$ cat src/rtl/wait_duration_if.sv
// Handshake bundle between the sequencer and the wait_duration timer.
// Carries o_elapsed_cycles only when WAIT_DURATION_ELAPSED_EN is defined.
`timescale 1ns/1ps

interface wait_duration_if #(
   parameter int DUR_WIDTH = 32
);
   logic                 i_sel_wait_duration;
   logic                 i_args_valid;
   logic [DUR_WIDTH-1:0] i_duration;
   logic [1:0]           i_unit;
   logic                 i_abort;
   logic                 o_busy;
   logic                 o_wait_duration_done;
   logic                 o_err;
`ifdef WAIT_DURATION_ELAPSED_EN
   logic [31:0]          o_elapsed_cycles;
`endif

`ifdef WAIT_DURATION_ELAPSED_EN
   modport master (
      output i_sel_wait_duration, i_args_valid, i_duration, i_unit, i_abort,
      input  o_busy, o_wait_duration_done, o_err, o_elapsed_cycles
   );

   modport slave (
      input  i_sel_wait_duration, i_args_valid, i_duration, i_unit, i_abort,
      output o_busy, o_wait_duration_done, o_err, o_elapsed_cycles
   );
`else
   modport master (
      output i_sel_wait_duration, i_args_valid, i_duration, i_unit, i_abort,
      input  o_busy, o_wait_duration_done, o_err
   );

   modport slave (
      input  i_sel_wait_duration, i_args_valid, i_duration, i_unit, i_abort,
      output o_busy, o_wait_duration_done, o_err
   );
`endif

endinterface : wait_duration_if

$ cat src/rtl/wait_duration.sv
// Picosecond-resolution wait timer answering the sequencer's WAIT_DURATION command.
// Define WAIT_DURATION_ELAPSED_EN to add the o_elapsed_cycles run-length counter.
`timescale 1ns/1ps

module wait_duration #(
   parameter int CLK_PERIOD = 20000,
   parameter int DUR_WIDTH  = 32,
   parameter int TIME_WIDTH = 64
) (
   input  logic            clk,
   input  logic            rst,
   wait_duration_if.slave  bus
);

   typedef enum logic [1:0] {
      S_IDLE = 2'd0,
      S_RUN  = 2'd1,
      S_DONE = 2'd2
   } state_e;

   localparam logic [TIME_WIDTH-1:0] PERIOD_PS = TIME_WIDTH'(CLK_PERIOD);
   localparam logic [TIME_WIDTH-1:0] NS_PS     = TIME_WIDTH'(1000);
   localparam logic [TIME_WIDTH-1:0] US_PS     = TIME_WIDTH'(1_000_000);
   localparam logic [TIME_WIDTH-1:0] MS_PS     = TIME_WIDTH'(1_000_000_000);

   state_e                state_q,   state_d;
   logic [TIME_WIDTH-1:0] target_q,  target_d;
   logic [TIME_WIDTH-1:0] elapsed_q, elapsed_d;
   logic                  busy_q,    busy_d;
   logic                  done_q,    done_d;
   logic                  err_q,     err_d;

   logic                  start;
   logic                  accept;
   logic [TIME_WIDTH-1:0] duration_w;
   logic [TIME_WIDTH-1:0] target_start;
   logic [TIME_WIDTH-1:0] elapsed_inc;

   // Target in picoseconds for the command currently on the inputs.
   always_comb begin
      duration_w   = TIME_WIDTH'(bus.i_duration);
      target_start = '0;
      case (bus.i_unit)
         2'd0:    target_start = duration_w * PERIOD_PS;
         2'd1:    target_start = duration_w * NS_PS;
         2'd2:    target_start = duration_w * US_PS;
         2'd3:    target_start = duration_w * MS_PS;
         default: target_start = '0;
      endcase
   end

   always_comb begin
      // NOTE: every variable gets a default before the case so no path leaves it unassigned (no latch).
      state_d     = state_q;
      target_d    = target_q;
      elapsed_d   = elapsed_q;
      err_d       = 1'b0;
      start       = bus.i_sel_wait_duration & bus.i_args_valid;
      accept      = 1'b0;
      elapsed_inc = elapsed_q + PERIOD_PS;

      case (state_q)
         S_IDLE, S_DONE: begin
            // Abort on the same edge drops the start, even outside RUN.
            if (start && !bus.i_abort) begin
               accept    = 1'b1;
               state_d   = S_RUN;
               target_d  = target_start;
               elapsed_d = '0;
            end else begin
               state_d   = S_IDLE;
            end
         end
         S_RUN: begin
            if (bus.i_abort) begin
               state_d = S_IDLE;
            end else begin
               elapsed_d = elapsed_inc;
               err_d     = start;
               if (elapsed_inc >= target_q) begin
                  state_d = S_DONE;
               end
            end
         end
         default: begin
            state_d = S_IDLE;
         end
      endcase

      busy_d = (state_d == S_RUN);
      done_d = (state_d == S_DONE);
   end

`ifdef WAIT_DURATION_ELAPSED_EN
   logic [31:0] elapsed_cycles_q, elapsed_cycles_d;

   always_comb begin
      elapsed_cycles_d = elapsed_cycles_q;
      if (accept) begin
         elapsed_cycles_d = '0;
      end else if (state_q == S_RUN && elapsed_cycles_q != '1) begin
         elapsed_cycles_d = elapsed_cycles_q + 32'd1;
      end
   end

   always_ff @(posedge clk) begin
      if (rst) begin
         elapsed_cycles_q <= '0;
      end else begin
         elapsed_cycles_q <= elapsed_cycles_d;
      end
   end

   assign bus.o_elapsed_cycles = elapsed_cycles_q;
`endif

   always_ff @(posedge clk) begin
      // NOTE: non-blocking assignments so every flop samples pre-edge values regardless of order.
      if (rst) begin
         state_q   <= S_IDLE;
         target_q  <= '0;
         elapsed_q <= '0;
         busy_q    <= 1'b0;
         done_q    <= 1'b0;
         err_q     <= 1'b0;
      end else begin
         state_q   <= state_d;
         target_q  <= target_d;
         elapsed_q <= elapsed_d;
         busy_q    <= busy_d;
         done_q    <= done_d;
         err_q     <= err_d;
      end
   end

   assign bus.o_busy               = busy_q;
   assign bus.o_wait_duration_done = done_q;
   assign bus.o_err                = err_q;

endmodule : wait_duration

$ cat src/flat_wrapper.sv
// flat-port wrapper written by rule: the top's interface ports become plain ports
module wait_duration_flat 
#(
   parameter int CLK_PERIOD = 20000,
   parameter int DUR_WIDTH  = 32,
   parameter int TIME_WIDTH = 64
)
  (clk, rst, bus_i_sel_wait_duration, bus_i_args_valid, bus_i_duration, bus_i_unit, bus_i_abort, bus_o_busy, bus_o_wait_duration_done, bus_o_err);
  wait_duration_if #(.DUR_WIDTH(DUR_WIDTH)) bus_i ();
  input  logic clk;
  input  logic rst;
  input wire logic [$bits(bus_i.i_sel_wait_duration)-1:0] bus_i_sel_wait_duration;
  input wire logic [$bits(bus_i.i_args_valid)-1:0] bus_i_args_valid;
  input wire logic [$bits(bus_i.i_duration)-1:0] bus_i_duration;
  input wire logic [$bits(bus_i.i_unit)-1:0] bus_i_unit;
  input wire logic [$bits(bus_i.i_abort)-1:0] bus_i_abort;
  output wire logic [$bits(bus_i.o_busy)-1:0] bus_o_busy;
  output wire logic [$bits(bus_i.o_wait_duration_done)-1:0] bus_o_wait_duration_done;
  output wire logic [$bits(bus_i.o_err)-1:0] bus_o_err;
  assign bus_i.i_sel_wait_duration = bus_i_sel_wait_duration;
  assign bus_i.i_args_valid = bus_i_args_valid;
  assign bus_i.i_duration = bus_i_duration;
  assign bus_i.i_unit = bus_i_unit;
  assign bus_i.i_abort = bus_i_abort;
  assign bus_o_busy = bus_i.o_busy;
  assign bus_o_wait_duration_done = bus_i.o_wait_duration_done;
  assign bus_o_err = bus_i.o_err;
  wait_duration #(.CLK_PERIOD(CLK_PERIOD), .DUR_WIDTH(DUR_WIDTH), .TIME_WIDTH(TIME_WIDTH)) u_core (.clk(clk), .rst(rst), .bus(bus_i));
endmodule
$ cat config.mk
export PLATFORM = sky130hd
export DESIGN_NAME = wait_duration_flat
export DESIGN_NICKNAME = d
export VERILOG_FILES = /design/src/rtl/wait_duration_if.sv /design/src/rtl/wait_duration.sv /design/src/flat_wrapper.sv
export SDC_FILE = /design/constraint.sdc
export NUM_CORES = 2
export LEC_CHECK = 0
export CAP_MARGIN = 10
export CORE_UTILIZATION = 40
export CTS_BUF_LIST = sky130_fd_sc_hd__clkbuf_4 sky130_fd_sc_hd__clkbuf_8 sky130_fd_sc_hd__clkbuf_16
export CTS_CLUSTER_DIAMETER = 100
export CTS_CLUSTER_SIZE = 8
export DETAILED_ROUTE_END_ITERATION = 10
export GPL_ROUTABILITY_DRIVEN = 1
export SYNTH_ARGS = -nofsm -noshare
export SYNTH_HDL_FRONTEND = slang
export SYNTH_SLANG_ARGS = --single-unit
$ cat constraint.sdc
create_clock -name clk -period 21.9 [get_ports clk]
set_clock_uncertainty 0.05 [all_clocks]
set_input_delay 3.285 -clock clk [delete_from_list [all_inputs] [get_ports clk]]
set_output_delay 3.285 -clock clk [all_outputs]
set_load 0.01 [all_outputs]
# Word level (Yosys, flattened, before mapping)
# Index checks and enable logic that the tools add are counted.
# totals
romBits	0
elab_cells	40
output_inout_bits	3
ramBits	0
register_bits	133
mem_count	0
latchBits	0
# op_classes
n_lt_le_gt_ge	1
shifts	0
bitwise_logic	2
eq_ne	9
multipliers	4
n_reduce_logical	9
muxes	8
add_sub_neg	1
n_div	0
# op_table
operator	n
$pmux 64 s4	1
$mux 64	2
$pmux 64 s2	1
$add 64x15->64 const B	1
$ge 64x64->1	1
$mul 32x21->53 const B	1
$mul 32x14->46 const B	1
$mul 32x10->42 const B	1
$mul 32x7->39 const B	1
$eq 2x2->1 const B	4
$eq 2x1->1 const B	3
$logic_not 2->1	2
$mux 2	2
$pmux 2 s2	1
$reduce_and 3->1	1
$reduce_or 3->1	1
$ne 2x1->1 const B	1
$ne 2x2->1 const B	1
$reduce_and 2->1	1
$reduce_bool 2->1	1
$reduce_or 2->1	1
$and 1x1->1	1
$logic_and 1x1->1	1
$logic_not 1->1	1
2 further kinds	2

# Depth between registers and ports, before layout
# logic_depth
ltp_word	6
ltp_mapped	25

# Worst setup path before layout
# No wires, ideal clock.
# synth_timing
path_type	input port to flip-flop
from	in bus_i_duration[5]
to	reg u_core.target_q[61]
slack_ns	12.227
setup_ns	0.117
arrival_ns	9.506
n_path_buf	1
stages	23
required_time_ns	21.733
cell_sequence	fa_1 -> fa_1 -> inv_1 -> fa_1 -> fa_1 -> fa_1 -> inv_1 -> fa_1 -> inv_1 -> fa_1 -> inv_1 -> ha_1 -> clkbuf_1 -> a21oi_1 -> o21a_1 -> o22ai_1 -> or3_1 -> a31o_2 -> a31oi_1 -> o21ai_1 -> a221oi_1 -> xnor2_1 -> a22o_1
# synth_between
elab_chain_len	2
# synth_rtl
item	line	text
from (decl)	flat_wrapper.sv:14	input wire logic [$bits(bus_i.i_duration)-1:0] bus_i_duration;
$mul 32x21->53	wait_duration.sv:47	2'd3: target_start = duration_w * MS_PS;
$pmux 64 s4	wait_duration.sv:43	case (bus.i_unit)
to (signal assigned)	wait_duration.sv:128	target_q <= target_d;
to (decl)	wait_duration.sv:27	logic [TIME_WIDTH-1:0] target_q, target_d;
# Every way passes these cells. The select of a mux whose other input is x is not followed.
# A chain may end at the register's enable or synchronous reset.

# Final worst setup path
# layout_timing
from	in bus_i_duration[9]
to	reg u_core.target_q[56]
# The elaborated chain is that of the path after synthesis.

==> flow_summary_export.csv <==
group,metric,value,unit
floorplanning,rows,108,
clocking,clock_sinks,123,
floorplanning,io-pin-count,42,
setup_path,r2r_end,"u_core.state_q[1]",
setup_path,cp_data_arrival_time,11450,ps
setup_path,reg2reg_from,"u_core.elapsed_q[5]",
logic_synthesis,synth_area,35350,sq um
timing,rsz0062_at_grt,"no",
drt,drt_wl_total,114000,microns
logic_synthesis,synth_edf_count,0,
clocking,post_cts_buffers,0,
timing,fmax,89.49,MHz
timing,slew_headroom,0.2463,
timing,post-route-min-period,11170,ps
timing,finalHoldViolCount,0,
job,cap_violations,0,
setup_path,critPathKind,"primary input to flip-flop",
logic_synthesis,synthCells,3994,
drt,dr.pass1.iters,5,
timing,period_share,0.5103,
clocking,hold_buffers,0,
grt,grt_pass1_vias,28710,
status,status,"completed",
logic_synthesis,yosys.area.top_type,"fa_1",
drt,drt_iter0_drc,2261,
clocking,cts.clk_slew.worst_paths,60,ps
setup_path,slowest_delay,1000,ps
final_layout,areaGrowthSynthToFinish,6.662,%
logic_synthesis,ys_warn_count,0,
min_path,holdPathEnd,"u_core.target_q[17]",
min_path,min_delay_path_depth,2,
logic_synthesis,avgSynthCellArea,8.850,sq um
timing,tightest_slew,1127,ps
floorplanning,die-area,89560,sq um
setup_path,critPathLaunchType,"primary input",
timing,finalSetupViolCount,0,
setup_path,cp_top_family,"adder cells",
logic_synthesis,syn_nets,5185,
placed_design,port_buffers,41,
logic_synthesis,ys_types,90,
clocking,cts_max_level,4,
floorplanning,core,87160,sq um
setup_path,crit_buf_inv,5,
grt,groute.usage.overall,0.2605,
clocking,root_buffer,"clkbuf_16",
setup_path,slowest_stage,"clkdlybuf4s50_1",
setup_path,worstPathRequired,22180,ps
logic_synthesis,ys.flop_type,"dfxtp_1",
min_path,holdCritStartpoint,"u_core.target_q[17]",
logic_synthesis,synth.top_cells.by_area,"fa_1 31%, ha_1 21%, inv_1 10%",
drt,via_per_inst,5.409,
clocking,clock_latency,440,ps
drt,routedWlPerCell,22.09,microns
clocking,max-clock-path-buffers,2,
floorplanning,dieWidth,299.3,microns
timing,finalSetupTns,0,ps
floorplanning,die_h,299.3,microns
final_layout,nFillCells,8703,
setup_path,crit_fanout,12,
setup_path,cpMostUsedCell,"fa_1",
logic_synthesis,ys_ff_latch,123,
setup_path,end_kind,"flip-flop",
placed_design,hpwl,97850,microns
drt,drc,0,
setup_path,rr_worst_depth,19,
min_path,min_path_type,"flip-flop to flip-flop",
final_layout,layout-drive-gt1-share,0.03020,
placed_design,place.gp.congestion,0.9537,
logic_synthesis,synth_top_area_share,0.3143,
setup_path,r2r_slack,16130,ps
drt,vias,27920,
timing,slew_violations,0,
setup_path,path_cells,"clkdlybuf4s50_1, inv_1, fa_1, fa_1, fa_1, fa_1, fa_1, inv_1, fa_1, inv_1, fa_1, inv_1, ha_1, and3_1, nand2_1, or3_1, o211a_1, o21ai_1, a31oi_1, o311ai_1, xor2_1, a22o_1",
logic_synthesis,synth_seq_area_share,0.06966,
drt,route.antenna.remaining_nets,0,
grt,grt_antenna_before_repair,0,
clocking,post_cts_resized,0,
clocking,cts_buffers,17,
grt,grt_pass1_wl,176000,microns
floorplanning,start_util,0.4056,
logic_synthesis,yosysMostFrequentCell,"inv_1",
grt,grt-ovfl-total,0,
final_layout,nNetsFinal,5185,
clocking,cts_tree,"yes",
grt,grt_max_degree,70,
logic_synthesis,synthTopCellsByCount,"949 x inv_1, 597 x ha_1, 555 x fa_1, 221 x a21oi_1, 203 x nand2_1",
logic_synthesis,synth-async-reset-ratio,0,
## state kept, by name, summed over array words and instances, names as in the netlist
register	flops
u_core.bus.o_busy	1
u_core.state_q	2
u_core.target_q	59
u_core.bus.o_wait_duration_done	1
u_core.elapsed_q	59
u_core.bus.o_err	1
## how the worst max path moves through the flow
stage	startpoint	cells after the start	endpoint
detailed placement	bus_i_duration[9]	22	u_core.target_q[56]
global placement	bus_i_duration[9]	22	u_core.target_q[56]
floorplan	bus_i_duration[5]	23	u_core.target_q[61]
global route	bus_i_duration[9]	22	u_core.target_q[56]
finish	bus_i_duration[9]	22	u_core.target_q[56]
CTS	bus_i_duration[9]	22	u_core.target_q[56]
## area by class of cell
| cell class | instances | area (sq um) | area share |
|---|---|---|---|
| inverter | 950 | 3566 | 0.09458 |
| timing repair buffer | 81 | 698.2 | 0.01852 |
| antenna | 1 | 2.502 | 0.00006637 |
| sequential | 123 | 2462 | 0.06531 |
| clock buffer | 18 | 439.2 | 0.01165 |
| tap | 1155 | 1445 | 0.03833 |
| clock inverter | 13 | 143.9 | 0.003816 |
| multi-input combinational | 2821 | 28950 | 0.7677 |
## through the flow
| stage | cell area (sq um) | setup WS, ps | std cells | hold WS, ps | utilization |
|---|---|---|---|---|---|
| after floorplan | 35350 | 12230 | 3994 | 381.9 | - |
| after global placement | 37120 | 10390 | 5130 | 391.4 | 0.4259 |
| after detailed placement | 37120 | 10360 | 5130 | 397.4 | 0.4259 |
| after CTS | 37700 | 10820 | 5161 | 405.8 | 0.4325 |
| after global routing | 37700 | 10440 | 5161 | 427.3 | 0.4325 |
| final | 37700 | 10730 | 5162 | 402.0 | 0.4326 |
## layer usage
metal	vias to the layer above	global-route usage	part of all wire
li1	13090	-	-
met5	-	0	0
met1	13800	0.3626	0.45
met3	156	0.02754	0.051
met2	879	0.4250	0.46
met4	0	0.08054	0.033
## cells in the final DEF (no fill, tap or decap), drive strengths merged, types with 10 or more instances in the layout
cell type	count
a211o	10
a211oi	33
a21o	86
a21oi	224
a221oi	32
a22o	13
a22oi	40
a31oi	25
and2	17
and3	34
and4	19
buf	43
clkbuf	18
clkdlybuf4s50	38
dfxtp	123
fa	555
ha	597
inv	952
mux4	12
nand2	203
nand2b	20
nand3	62
nand4	41
nor2	199
nor2b	24
nor3	43
o211ai	14
o21a	30
o21ai	136
o21bai	12
xnor2	127
xor2	69
## cells by family (layout without fill, tap and decap cells)
logic type | after synthesis | in the layout | synth area share
flops | 123 | 123 | 0.06966
xor+xnor | 196 | 196 | 0.04856
compound gates | 747 | 747 | 0.1384
other cells | 0 | 1 | 0
buf+inv | 1050 | 1062 | 0.1119
mux | 21 | 21 | 0.01027
fa+ha+maj | 1152 | 1152 | 0.5256
simple gates | 705 | 705 | 0.09550
## tightest hold or removal path, delay by kind of cell (launching register included)
| family | cells | cell delay (ps) |
|---|---|---|
| DFF | 1 | 310 |
| AOI/OAI and AO/OA | 1 | 50 |
| and+or+nand+nor | 1 | 50 |
Power is not shown: default switching activity piles up to over one toggle a cycle in this logic, so the estimate is an artifact.
